==> src/rtl/button_debouncer_if.sv <==
// button_debouncer_if: raw button level in, debounced level and busy out.
// The master drives btn_in; the debouncer is the slave.
interface button_debouncer_if;
    logic btn_in;
    logic btn_out;
    logic busy;

    modport master (
        output btn_in,
        input  btn_out,
        input  busy
    );

    modport slave (
        input  btn_in,
        output btn_out,
        output busy
    );
endinterface

==> src/rtl/button_debouncer.sv <==
// button_debouncer: synchronizer + 4-state Moore FSM with stability counter.
// BUTTON_DEBOUNCER_SYNC_EN adds the two-flop input synchronizer.
module button_debouncer #(
    parameter int unsigned STABLE_CYCLES = 1000000
) (
    input logic              clk,
    input logic              rst,
    button_debouncer_if.slave bus
);

    typedef enum logic [1:0] {
        IDLE_LO = 2'd0,
        WAIT_HI = 2'd1,
        IDLE_HI = 2'd2,
        WAIT_LO = 2'd3
    } state_t;

    localparam logic [23:0] TERM = 24'(STABLE_CYCLES - 1);

    state_t      state;
    state_t      state_d;
    logic [23:0] cnt;
    logic [23:0] cnt_d;
    logic        out_q;
    logic        out_d;
    logic        btn_s;

`ifdef BUTTON_DEBOUNCER_SYNC_EN
    logic [1:0] sync_q;

    always_ff @(posedge clk or negedge rst) begin
        if (!rst) begin
            sync_q <= 2'b00;
        end else begin
            sync_q <= {sync_q[0], bus.btn_in};
        end
    end

    assign btn_s = sync_q[1];
`else
    assign btn_s = bus.btn_in;
`endif

    always_ff @(posedge clk or negedge rst) begin
        if (!rst) begin
            state <= IDLE_LO;
            cnt   <= '0;
            out_q <= 1'b0;
        end else begin
            state <= state_d;
            cnt   <= cnt_d;
            out_q <= out_d;
        end
    end

    // A reversal beats the terminal count: the glitch test comes first.
    always_comb begin
        state_d = state;
        cnt_d   = cnt;
        case (state)
            IDLE_LO: begin
                if (btn_s) begin
                    state_d = WAIT_HI;
                    cnt_d   = '0;
                end
            end
            WAIT_HI: begin
                if (!btn_s) begin
                    state_d = IDLE_LO;
                end else if (cnt == TERM) begin
                    state_d = IDLE_HI;
                end else begin
                    cnt_d = cnt + 24'd1;
                end
            end
            IDLE_HI: begin
                if (!btn_s) begin
                    state_d = WAIT_LO;
                    cnt_d   = '0;
                end
            end
            WAIT_LO: begin
                if (btn_s) begin
                    state_d = IDLE_HI;
                end else if (cnt == TERM) begin
                    state_d = IDLE_LO;
                end else begin
                    cnt_d = cnt + 24'd1;
                end
            end
            default: begin
                state_d = IDLE_LO;
                cnt_d   = '0;
            end
        endcase
        out_d = (state_d == IDLE_HI) || (state_d == WAIT_LO);
    end

    assign bus.btn_out = out_q;
    assign bus.busy    = (state == WAIT_HI) || (state == WAIT_LO);

endmodule

==> src/flat_wrapper.sv <==
// flat-port wrapper written by rule: the top's interface ports become plain ports
module button_debouncer_flat 
#(
    parameter int unsigned STABLE_CYCLES = 1000000
)
  (clk, rst, bus_btn_in, bus_btn_out, bus_busy);
  button_debouncer_if bus_i ();
  input logic clk;
  input logic rst;
  input wire logic [$bits(bus_i.btn_in)-1:0] bus_btn_in;
  output wire logic [$bits(bus_i.btn_out)-1:0] bus_btn_out;
  output wire logic [$bits(bus_i.busy)-1:0] bus_busy;
  assign bus_i.btn_in = bus_btn_in;
  assign bus_btn_out = bus_i.btn_out;
  assign bus_busy = bus_i.busy;
  button_debouncer #(.STABLE_CYCLES(STABLE_CYCLES)) u_core (.clk(clk), .rst(rst), .bus(bus_i));
endmodule
==> config.mk <==
export PLATFORM = sky130hd
export DESIGN_NAME = button_debouncer_flat
export DESIGN_NICKNAME = d
export VERILOG_FILES = /design/src/rtl/button_debouncer_if.sv /design/src/rtl/button_debouncer.sv /design/src/flat_wrapper.sv
export SDC_FILE = /design/constraint.sdc
export NUM_CORES = 1
export LEC_CHECK = 0
export BUFFER_PORTS_ARGS = -buffer_cell sky130_fd_sc_hd__buf_2
export CELL_PAD_IN_SITES_DETAIL_PLACEMENT = 1
export CELL_PAD_IN_SITES_GLOBAL_PLACEMENT = 1
export CORE_MARGIN = 2
export CORE_UTILIZATION = 40
export DETAILED_ROUTE_END_ITERATION = 6
export PLACE_DENSITY = 0.67
export SYNTH_ARGS = -nofsm -noshare
export SYNTH_HDL_FRONTEND = slang
export SYNTH_SLANG_ARGS = --single-unit
==> constraint.sdc <==
create_clock -name clk -period 5.2 [get_ports clk]
set_input_delay 0.26 -clock clk [delete_from_list [all_inputs] [get_ports clk]]
set_output_delay 0.26 -clock clk [all_outputs]
set_load 0.01 [all_outputs]
## After elaboration in Yosys (flattened, before gate mapping)

Index checks and enable logic that the tools add are counted.

| storage, ports and cells | value |
|---|---|
| register bits | 27 |
| bits of input ports | 3 |
| output and inout port bits | 2 |
| logic and storage cells | 31 |

| operators by class | value |
|---|---|
| equal/unequal tests | 10 |
| $add $sub $neg | 1 |
| reduce and logical (&&, ||, !) cells | 4 |
| mux-type cells | 13 |

Operators with widths:

| cell | count |
|---|---|
| 24-bit two-way mux | 5 |
| 24-bit case mux with 4 select lines | 1 |
| 24-bit by 1-bit adder with 24-bit output, second input constant | 1 |
| 24-bit by 20-bit == test with 1-bit output, second input constant | 1 |
| 2-bit two-way mux | 6 |
| 2-bit == test, second input constant | 4 |
| 2-bit != test, second input constant | 4 |
| 2-bit case mux with 4 select lines | 1 |
| 4-bit AND reduction | 1 |
| 2-bit by 1-bit == test with 1-bit output, second input constant | 1 |
| 2-bit zero test | 1 |
| 1-bit logical OR | 2 |

## Longest topological paths before layout

| depth | value |
|---|---|
| depth in word-level cells | 6 |
| gate-level depth with buffers | 8 |

## Worst setup path before layout

Ideal clock, no wire load.

| timing | value |
|---|---|
| path kind | reg-to-reg |
| from | register u_core.cnt[0] |
| to | register u_core.cnt[16] |
| required time | 5071 ps |
| stages on the path, launching flop included | 9 |
| data arrival time | 1864 ps |
| setup slack | 3207 ps |
| path through | dfrtp_1 > ha_1 > nand3_2 > or4_4 > o21ai_4 > inv_2 > nand2_2 > buf_6 > o41ai_1 |

| on the way | value |
|---|---|
| word-level cells in the longest chain between the ends | 4 |

Ends and longest elaborated chain:

| item | RTL line | text |
|---|---|---|
| from (decl) | button_debouncer.sv:22 | `logic [23:0] cnt;` |
| from (signal assigned) | button_debouncer.sv:51 | `cnt <= cnt_d;` |
| 24-bit by 1-bit adder with 24-bit output or 24-bit by 20-bit == test with 1-bit output (tied branches) | -- |  |
| 24-bit two-way mux (*) | button_debouncer.sv:70, button_debouncer.sv:85 |  |
| 24-bit two-way mux, on equally long branches | button_debouncer.sv:83, button_debouncer.sv:68 |  |
| 24-bit case mux with 4 select lines (*) | button_debouncer.sv:60 | `case (state)` |

Mark *: on every way between the ends. The rest lies on a longest branch, timed or not. The select of a mux whose other input is x is not followed.
A chain may end at the register's enable or synchronous reset.

## Worst setup path after layout

| timing | value |
|---|---|
| from | register u_core.cnt[0] |
| to | register u_core.cnt[11] |

The elaborated chain is that of the path after synthesis.

==> flow_summary_export.csv <==
group,metric,value,unit
global_routing,track_usage,0.216,
cells_and_area,antenna_cells,0,
worst_setup_path,crit_required,5.35,ns
worst_setup_path,cp.buffers_inverters,1,
floorplanning,dieArea,0.00448,mm2
routing,wl_per_cell,18.2,um
outcome,violations,"negative hold slack",
floorplanning,die_y,66.9,um
routing,vias,1449,
clocking,cts_tree,"yes",
place,portBuffers,4,
job,maxCapViolCount,0,
clocking,cts_resized,0,
synthesis,netlist.top_cell.by_area,"dfrtp_1",
worst_setup_path,r2r-start,"u_core.cnt[0]",
clocking,numClockSinks,27,
worst_setup_path,path_class,"flip-flop to flip-flop",
synthesis,syn-num-nets,184,
timing,drv_slew,0,
clocking,clk_pin_slew,0.10,ns
timing,fin_crit_sh,0.536,
clocking,htreeDepth,1,
synthesis,syn_area_per_cell,8.80,um2
worst_setup_path,critPathCaptureType,"flip-flop",
place,dpl_worst_slack,2.43,ns
cells_and_area,final_cells,227,
cells_and_area,final_util,0.442,
cells_and_area,layout-drive-gt1-share,0.0782,
synthesis,synthCells,180,
timing,setup_tns,0,ns
timing,max_slew_margin,0.507,
power,power_density,221,mW/mm2
routing,ant_nets,0,
worst_setup_path,worst-r2r-setup-slack,2.41,ns
routing,wirelength,4.14,mm
timing,min_period,2.79,ns
timing,rsz0062_at_grt,"no",
worst_setup_path,critPathLaunchType,"flip-flop",
timing,finalHoldViolations,27,
floorplanning,coreArea,0.00374,mm2
worst_setup_path,critPathMaxFanout,26,
synthesis,synth_cell_types,37,
worst_setup_path,cpMaxStageDelayCell,"or4_4",
clocking,cts_hold_buf,0,
synthesis,yosys_warnings,0,
routing,first_iter_violations,86,
cells_and_area,area_growth,4.50,%
worst_setup_path,reg2reg_depth,7,
global_routing,grt_pass1_wl,7.29,mm
timing,whs,-0.0180,ns
routing,firstDrtPassIters,4,
power,leakage,0.569,nW
floorplanning,start_util,0.423,
timing,worst_pin_slew,0.737,ns
power,irDropWorstVdd,151,uV
synthesis,synth_top_cell_area_share,0.427,
place,dp.final_hpwl,2.95,mm
timing,clock_skew,0.00742,ns
clocking,clk_latency,0.28,ns
timing,timing.fmax,359,MHz
clocking,root_buffer,"clkbuf_8",
worst_setup_path,slowest_delay,0.52,ns
synthesis,ys_seq_elements,27,
global_routing,antenna_found_initial,0,
clocking,numCtsBuffers,3,
place,gp_congestion,0.833,
floorplanning,die_w,66.9,um
hold_path,hold_class,"input port to async pin",
worst_setup_path,critPathTopFamily,"simple AND/OR/NAND/NOR gates",
cells_and_area,fillers,462,
timing,setup_ws,2.41,ns
timing,setup_viol_count_final,0,
outcome,status,"complete, but fails checks",
routing,drc,0,
synthesis,syn-cell-area,0.00158,mm2
cells_and_area,nets,184,
place,placed_cells,223,
routing,via_per_inst,6.38,
worst_setup_path,arrival,2.93,ns
synthesis,ys_seq_area_frac,0.427,
clocking,clock_path_buffers,2,
floorplanning,rows,22,
worst_setup_path,reg2reg_to,"u_core.cnt[11]",
global_routing,first_global_vias,1473,
worst_setup_path,path_cells,"ha_1 > nand3_2 > or4_4 > o21ai_4 > inv_2 > nand2_2 > o41ai_1",
global_routing,grt_max_degree,28,
floorplanning,io_pins,5,
clocking,cts_setup_buffers,0,
synthesis,synthTopCellsByArea,"dfrtp_1 43%, o21ai_0 7.6%, o31ai_1 6.6%, nand4_1 4.7%, nand2_1 4.0%",
global_routing,gr-total-overflow,0,
## per-layer routing
metal	routed length (um)	vias up	track usage
li1	-	695	-
met1	2020	735	0.292
met2	1990	14	0.360
met3	96	5	0.0355
met4	35	0	0.0459
met5	0	-	0
## report_power, final
part / total [mW] / switching [mW] / internal, mW
Combinational: 0.0255 / 0.0181 / 0.00740
Clock: 0.122 / 0.0668 / 0.0550
Sequential: 0.219 / 0.00643 / 0.213
Total: 0.367 / 0.0913 / 0.275
## worst max path at each step
stage / start / end / slack (ns) / cells past startpoint
after global routing: u_core.cnt[0] / u_core.cnt[11] / 2.14 / 7
after floorplan: u_core.cnt[0] / u_core.cnt[16] / 3.21 / 8
after global placement: u_core.cnt[0] / u_core.cnt[22] / 2.55 / 7
after detailed placement: u_core.cnt[0] / u_core.cnt[20] / 2.43 / 7
final: u_core.cnt[0] / u_core.cnt[11] / 2.41 / 7
after CTS: u_core.cnt[0] / u_core.cnt[22] / 2.41 / 7
## final cells by class
type                            instances  area (um2)  area share
Timing Repair Buffer                    4        20.0      0.0121
Multi-Input combinational cell        140         840       0.507
Tap cell                               48        60.1      0.0363
Sequential cell                        27         676       0.408
Inverter                                4        15.0     0.00907
Clock buffer                            4        45.0      0.0272
## worst register-to-register path, delay by kind of cell, from the launching register on
kind,cells,cell delay (ns)
buf+inv,1,0.09
compound gates,2,0.66
fa+ha+maj,1,0.34
flops,1,0.48
simple gates,3,1.09
## state kept, by name (all words and copies together) (netlist names)
signal / count
u_core.bus.btn_out: 1
u_core.cnt: 24
u_core.state: 2
## through the flow
| stage | cell area (um2) | total power, mW |
|---|---|---|
| 2_1_floorplan | 1580 | 0.240 |
| 3_3_place_gp | 1610 | 0.248 |
| 3_5_place_dp | 1610 | 0.249 |
| 4_1_cts | 1660 | 0.372 |
| 5_1_grt | 1660 | 0.387 |
| 6_report | 1660 | 0.367 |
## kinds of logic (layout without fill, tap and decap cells)
| kind of cell | after synthesis | in the layout | share of synthesized area |
|---|---|---|---|
| compound gates | 63 | 63 | 0.257 |
| xor+xnor | 1 | 1 | 0.00553 |
| fa+ha+maj | 1 | 1 | 0.00790 |
| buf+inv | 13 | 12 | 0.0434 |
| flops | 27 | 27 | 0.427 |
| simple gates | 75 | 75 | 0.260 |
## Yosys cell counts
cell / n
inv_1: 3
dfrtp_1: 27
xor2_1: 1
nand2_2: 1
ha_1: 1
and4_1: 2
o21ai_0: 24
nand3_1: 10
nor2_1: 8
inv_2: 1
o21a_1: 1
nor4bb_1: 1
o21ai_1: 4
clkbuf_1: 3
buf_6: 2
nor3b_1: 1
or4_4: 1
o21ai_4: 1
a21oi_1: 7
nand4_1: 12
o31ai_1: 14
nand3_2: 1
buf_2: 4
a41oi_1: 3
and3_1: 3
or4_1: 1
nor3_1: 4
and2_1: 4
nand2b_1: 2
o31a_1: 1
nand2_1: 17
o41ai_1: 5
nor4b_1: 1
nor4_1: 4
or2_2: 2
o41a_1: 1
a31oi_1: 2
## cells in the final DEF (no fill, tap or decap), types with 2 or more instances in the layout
cell,count
o21ai_1,4
a31oi_1,2
o41ai_1,5
nand2_1,17
nor3_1,4
and3_1,3
inv_1,3
a41oi_1,3
clkbuf_8,3
nand2b_1,2
a21oi_1,7
o31ai_1,14
nand3_1,10
and2_1,4
nand4_1,12
buf_2,4
nor2_1,8
o21ai_0,24
nor4_1,4
or2_2,2
and4_1,2
dfrtp_1,27
Note: power is estimated with default switching activity, not from simulation.
